==> config.mk <==
export PLATFORM = sky130hd
export DESIGN_NAME = cache_bus_arbiter
export DESIGN_NICKNAME = d
export VERILOG_FILES = /design/src/rtl/cache_bus_arbiter.sv
export SDC_FILE = /design/constraint.sdc
export NUM_CORES = 1
export LEC_CHECK = 0
export CAP_MARGIN = 0
export CORE_AREA = 2 2 120 122
export DETAILED_ROUTE_END_ITERATION = 16
export DIE_AREA = 0 0 122 124
export GPL_TIMING_DRIVEN = 0
export PLACE_DENSITY_LB_ADDON = 0.2
export SLEW_MARGIN = 20
export SYNTH_ARGS = -nofsm -noshare
export SYNTH_HDL_FRONTEND = slang
export SYNTH_SLANG_ARGS = --single-unit
==> constraint.sdc <==
create_clock -name clk -period 2.6 [get_ports clk]
set_input_delay 0.52 -clock clk [delete_from_list [all_inputs] [get_ports clk]]
set_output_delay 0.52 -clock clk [all_outputs]
set_load 0.03 [all_outputs]
==> src/rtl/cache_bus_arbiter.sv <==
// rtl/cache_bus_arbiter.sv - shares one sram-like bus port between i_cache and d_cache (ARB_RR_EN selects round-robin)
module cache_bus_arbiter #(
  parameter int STARVE_LIMIT = 4,
  parameter int CNT_W        = 3
) (
  input  logic        clk,
  input  logic        rst,
  input  logic        inst_req,
  input  logic        inst_wr,
  input  logic [1:0]  inst_size,
  input  logic [31:0] inst_addr,
  input  logic [31:0] inst_wdata,
  output logic [31:0] inst_rdata,
  output logic        inst_addr_ok,
  output logic        inst_data_ok,
  input  logic        data_req,
  input  logic        data_wr,
  input  logic [1:0]  data_size,
  input  logic [31:0] data_addr,
  input  logic [31:0] data_wdata,
  output logic [31:0] data_rdata,
  output logic        data_addr_ok,
  output logic        data_data_ok,
  output logic        bus_req,
  output logic        bus_wr,
  output logic [1:0]  bus_size,
  output logic [31:0] bus_addr,
  output logic [31:0] bus_wdata,
  input  logic [31:0] bus_rdata,
  input  logic        bus_addr_ok,
  input  logic        bus_data_ok
);

  typedef enum logic [1:0] {S_IDLE, S_ADDR, S_DATA} state_t;

  localparam logic OWN_INST = 1'b0;
  localparam logic OWN_DATA = 1'b1;

  // The counter must be able to reach the limit, otherwise inst could starve forever.
  if (STARVE_LIMIT < 1 || STARVE_LIMIT > (1 << CNT_W) - 1) begin : g_bad_params
    $error("cache_bus_arbiter: CNT_W too narrow for STARVE_LIMIT");
  end

  state_t state;
  logic   owner;
  logic   bus_req_q;
  logic   any_req;
  logic   grant_data;

`ifdef ARB_RR_EN
  logic rr_last;
`else
  localparam logic [CNT_W-1:0] LIMIT = CNT_W'(STARVE_LIMIT);
  logic [CNT_W-1:0] starve_cnt;
  logic [CNT_W-1:0] starve_next;
`endif

  assign any_req = inst_req | data_req;

  // Pick the winner for the next transaction from the live requests seen in IDLE.
  always_comb begin
    grant_data = data_req;
`ifdef ARB_RR_EN
    if (inst_req && data_req) begin
      grant_data = (rr_last == OWN_INST);
    end
`else
    starve_next = '0;
    if (inst_req && data_req && starve_cnt >= LIMIT) begin
      grant_data = 1'b0;
    end
    // Count only data grants that made a waiting inst request wait; saturate at the limit.
    if (inst_req && grant_data) begin
      starve_next = (starve_cnt >= LIMIT) ? starve_cnt : starve_cnt + CNT_W'(1);
    end
`endif
  end

  // Transaction FSM: latch the owner at grant and hold it until the bridge returns data.
  always_ff @(posedge clk) begin
    if (rst) begin
      state     <= S_IDLE;
      owner     <= OWN_INST;
      bus_req_q <= 1'b0;
`ifdef ARB_RR_EN
      rr_last   <= OWN_INST;
`else
      starve_cnt <= '0;
`endif
    end else begin
      case (state)
        S_IDLE: begin
`ifndef ARB_RR_EN
          starve_cnt <= starve_next;
`endif
          if (any_req) begin
            owner     <= grant_data ? OWN_DATA : OWN_INST;
            state     <= S_ADDR;
            bus_req_q <= 1'b1;
`ifdef ARB_RR_EN
            rr_last   <= grant_data ? OWN_DATA : OWN_INST;
`endif
          end
        end
        S_ADDR: begin
          if (bus_addr_ok) begin
            bus_req_q <= 1'b0;
            state     <= bus_data_ok ? S_IDLE : S_DATA;
          end
        end
        S_DATA: begin
          if (bus_data_ok) begin
            state <= S_IDLE;
          end
        end
        default: begin
          state     <= S_IDLE;
          bus_req_q <= 1'b0;
        end
      endcase
    end
  end

  // Request fields are not registered: the owner holds them stable until its addr_ok.
  assign bus_req   = bus_req_q;
  assign bus_wr    = (owner == OWN_DATA) ? data_wr    : inst_wr;
  assign bus_size  = (owner == OWN_DATA) ? data_size  : inst_size;
  assign bus_addr  = (owner == OWN_DATA) ? data_addr  : inst_addr;
  assign bus_wdata = (owner == OWN_DATA) ? data_wdata : inst_wdata;

  // Handshakes reach only the owner; data_ok in IDLE is a stray and is dropped.
  assign inst_addr_ok = bus_addr_ok & (state == S_ADDR) & (owner == OWN_INST);
  assign data_addr_ok = bus_addr_ok & (state == S_ADDR) & (owner == OWN_DATA);
  assign inst_data_ok = bus_data_ok & (state != S_IDLE) & (owner == OWN_INST);
  assign data_data_ok = bus_data_ok & (state != S_IDLE) & (owner == OWN_DATA);

  assign inst_rdata = bus_rdata;
  assign data_rdata = bus_rdata;

endmodule
### Word level (Yosys, flattened, before mapping)

Cells that the tools add are included.

| word-level totals | value |
|---|---|
| register bits after elaboration | 7 |
| latch bits | 0 |
| RAM bits | 0 |
| bits in read-only memories | 0 |
| bits of input ports | 172 |
| output and inout bits | 136 |
| word-level logic and storage cells | 46 |
| memories | 0 |

| cells by class | value |
|---|---|
| add/sub/neg operators | 1 |
| multiply operators | 0 |
| divide/modulo/power cells | 0 |
| magnitude comparators | 1 |
| eq/ne operators | 6 |
| shift-type cells | 0 |
| mux-type cells | 16 |
| bitwise operators | 9 |
| reductions and logical operators | 9 |

Operators with widths:

| kind | number |
|---|---|
| 2-to-1 mux 32 bit | 2 |
| 2-to-1 mux 2 bit | 5 |
| inequality test 2 bit, second input constant | 4 |
| bitwise AND 1 bit | 6 |
| 2-to-1 mux 3 bit | 2 |
| case mux 2 bit (3 select lines) | 1 |
| AND reduction 3 bit | 2 |
| 2-to-1 mux 1 bit | 5 |
| AND reduction 2 bit | 2 |
| adder 3 x 1 -> 3 bit, second input constant | 1 |
| greater-or-equal comparator 3 bit, second input constant | 1 |
| logical AND 1 bit | 3 |
| case mux 1 bit (3 select lines) | 1 |
| == test 2 x 1 -> 1 bit, second input constant | 1 |
| == test 2 bit, second input constant | 1 |
| logical NOT 2 bit | 1 |
| inverter 1 bit | 2 |
| nonzero test 2 bit | 1 |
| OR 1 bit | 1 |

### Depth between registers and ports, before layout

| logic depth | value |
|---|---|
| word-level depth | 6 |
| gate-level depth with buffers | 4 |
| mapped depth without buffers | 3 |

### Least setup slack after synthesis

No wires, ideal clock.

| path | value |
|---|---|
| kind | register -> output |
| start | reg owner |
| end | out data_addr_ok |
| arrival time | 1.099 ns |
| data required time | 2.080 ns |
| path slack | 0.981 ns |
| cell stages (with the launch flop) | 5 |
| buffers on the path | 2 |
| path through | dfxtp_1 -> buf_2 -> buf_2 -> inv_1 -> nor2_1 |

| on the way | value |
|---|---|
| word-level cells in the longest chain between the ends | 1 |

RTL lines:

| item | RTL line | source |
|---|---|---|
| start: declaration | 45 | `logic owner;` |
| start signal: assignment | 97 | `owner <= grant_data ? OWN_DATA : OWN_INST;` |
| bitwise AND 1 bit | 133 | `assign data_addr_ok = bus_addr_ok & (state == S_ADDR) & (owner == OWN_DATA);` |
| end: declaration | 22 | `output logic data_addr_ok,` |

Every way passes these cells.

### Worst setup path in the final report

| path | value |
|---|---|
| start | reg owner |
| end | out bus_addr[21] |

| on the way | value |
|---|---|
| word-level cells in the longest chain between the ends | 1 |

RTL lines:

| item | RTL line | source |
|---|---|---|
| 2-to-1 mux 32 bit | 128 | `assign bus_addr = (owner == OWN_DATA) ? data_addr : inst_addr;` |
| end: declaration | 27 | `output logic [31:0] bus_addr,` |

Every way passes these cells.

==> impl_metrics.tcl <==
set metrics [dict create \
    portBuffers 275 \
    ios 308 \
    ant_nets 0 \
    post_cts_buffers 0 \
    synth_cell_type_count 23 \
    cts_sinks 7 \
    hpwl_mm 8.52 \
    cp_cell_sequence "buf_2 -> buf_2 -> mux2_2 -> clkdlybuf4s50_1" \
    grt_util_all_layers 0.106 \
    rsz0062_at_grt "true" \
    cts-root-buf "clkbuf_16" \
    wl_met2_mm 5.44 \
    rows 43 \
    report.final.slew_viol_count 0 \
    setup_slack_ns 0.0996 \
    grt_start_max_net_pins 11 \
    p_clk_frac 0.172 \
    clkLatencyLatePin_ns 0.23 \
    filler_cell_count 1423 \
    cp_common_cell "buf_2" \
    fmax_ghz 0.400 \
    initial_core_util 0.121 \
    worst_pin_slew_ns 0.386 \
    post_route_cells_drive_above_1_share 0.318 \
    critical_path_arrival_ns 1.98 \
    cts_tree "done" \
    power.density_nw_per_um2 326 \
    ys_warn_count 0 \
    grt_pass1_vias 2323 \
    worstRegToRegCells 3 \
    critPathKind "flop to output port" \
    fin_nets 633 \
    place_area_sq_um 4630 \
    drt-met1-wl_mm 3.12 \
    syn_to_final_growth_pct 186 \
    min_path_cells 2 \
    slowest_delay_ns 0.60 \
    hold_path.class "flop to flop" \
    n_antenna_cell 0 \
    pre_cts_slack_ns 0.0961 \
    die-area_sq_um 15100 \
    syn-mean-instance-area_sq_um 9.20 \
    fin_util 0.345 \
    maxCapViolCount 0 \
    antenna_found_initial 0 \
    seqPwrFrac 0.077 \
    via_per_inst 3.55 \
    period_minus_slack_ns 2.50 \
    swShare 0.385 \
    gp_congestion 0.727 \
    syn_nets 353 \
    worst_setup_hold_path_clk_slew_ns 0.04 \
    grt_pass1_wl_mm 12.4 \
    wl_met3_um 817 \
    core_sq_um 13700 \
    synth_cells 180 \
    ir_drop_uv 340 \
    top_layer "met4" \
    multi_input_area_sq_um 956 \
    p_sw_mw 0.594 \
    end_kind "output port" \
    path_max_fanout 10 \
    fp.dieH_um 124 \
    ys_ff_latch 7 \
    p_leak_nw 1.90 \
    vias 2269 \
    cp-start-kind "flop" \
    htree_levels 1 \
    wl_per_cell_um 14.8 \
    firstDrtPassIters 4 \
    overflow 0 \
    clock_skew_ns 0.00144 \
    crit_cells 4 \
    drtIter0Drc 36 \
    cpMaxStageDelayCell "clkdlybuf4s50_1" \
    drt-total-wl_mm 9.49 \
    finalHoldViolCount 0 \
    drc 0 \
    whs_ns 0.492 \
    cts_buffers 3 \
    yosysSeqAreaShare 0.0847 \
    finalSetupViolCount 0 \
    ff_latch_area_sq_um 140 \
    die_w_um 122 \
    fin_setup_tns_ns 0 \
    finalCritPeriodShare 0.962 \
    slew_headroom 0.742 \
    fin_area_sq_um 4730 \
    status "completed" \
    critPathTopFamily "buffers and inverters" \
    synth_area_sq_um 1660 \
    combPwrFrac 0.751 \
    internal_power_mw 0.948 \
    cts_buffer_depth 2 \
    path_buf_inv 3 \
    crit_required_ns 2.08 \
]
[kinds of logic after synthesis]
family                   after synthesis  synth area share
multiplexers                          67             0.456
AO/OA/AOI/OAI                          9            0.0454
adder cells (fa/ha/maj)                1           0.00756
flip-flops                             7            0.0847
buffers and inverters                 78             0.338
AND/OR/NAND/NOR                       18            0.0688
[cell usage in the layout (no fill, tap or decap), types with 2 or more instances in the layout]
cell type          n
nor2_1             4
dfxtp_1            7
o32ai_1            4
clkbuf_16          3
or4b_1             2
dlymetal6s2s_1     6
and3_1             2
clkdlybuf4s50_1  269
nand3b_1           2
nand2b_1           3
buf_4             64
buf_6              2
inv_1              3
buf_2              8
mux2_2            67
[worst register-to-register path: stages (launching register included)]
cell     delay [ns]
dfxtp_1        0.31
ha_1           0.26
or4b_1         0.43
o32ai_1        0.12
[state kept, by name, summed over array words and instances, names as in the netlist]
signal,flops
starve_cnt,3
state,2
bus_req,1
owner,1
[final timing paths]
check                                  start                          to  slack, ns
hold / removal          bus_req$_SDFFE_PP0P_        bus_req$_SDFFE_PP0P_       0.49
hold reg to reg         bus_req$_SDFFE_PP0P_        bus_req$_SDFFE_PP0P_       0.49
setup / recovery          owner$_SDFFE_PP0P_                bus_addr[21]        0.1
setup reg to reg  starve_cnt[0]$_SDFFE_PP0P_  starve_cnt[1]$_SDFFE_PP0P_       1.38
[area by class of cell]
class / instances / share of cell area
inverters: 3 / 0.00238
repair buffers: 275 / 0.585
multi-input cells: 95 / 0.202
flip-flops and latches: 7 / 0.0296
clock buffers: 4 / 0.0167
well taps: 180 / 0.0476
plain buffers: 75 / 0.116
[power groups by stage]
stage	Clock [mW]	Combinational, mW	Sequential, mW
after global routing	0.277	1.22	0.120
after global placement	0	1.17	0.120
final	0.265	1.16	0.119
after detailed placement	0	1.17	0.120
after CTS	0.270	1.18	0.119
after floorplan	0	0.613	0.123
[per-stage QoR]
stage / power [mW] / instances
after global placement: 1.29 / 635
after CTS: 1.56 / 639
final: 1.54 / 639
after floorplan: 0.737 / 180
after detailed placement: 1.29 / 635
after global routing: 1.62 / 639
[Yosys cell counts]
master | number | area share
nor2_1 | 4 | 0.0091
o32ai_1 | 4 | 0.021
buf_6 | 2 | 0.014
or3_1 | 1 | 0.0038
buf_4 | 64 | 0.29
or2_1 | 1 | 0.0038
nand3b_1 | 2 | 0.0091
or4_1 | 1 | 0.0045
dfxtp_1 | 7 | 0.085
buf_2 | 9 | 0.027
o22ai_1 | 1 | 0.0038
and3_1 | 2 | 0.0076
o21a_1 | 1 | 0.0045
nand2b_1 | 3 | 0.011
or4b_1 | 2 | 0.012
a21bo_2 | 1 | 0.0060
nor3_1 | 1 | 0.0030
inv_1 | 3 | 0.0068
mux2_2 | 67 | 0.46
a2111oi_0 | 1 | 0.0053
ha_1 | 1 | 0.0076
nor3b_1 | 1 | 0.0045
a211oi_1 | 1 | 0.0045
[per-layer routing]
layer / vias up / global-route usage
met5: - / 0
met4: 0 / 0.0172
met3: 6 / 0.0229
met2: 125 / 0.219
met1: 1011 / 0.108
li1: 1127 / -
[what timing repair did]
item / in CTS / in global routing
hold buffers: 0 / 0
gates resized for setup: 0 / 7
endpoints found under the setup margin: 0 / 37
No activity file was read; power rests on OpenSTA's default activity.
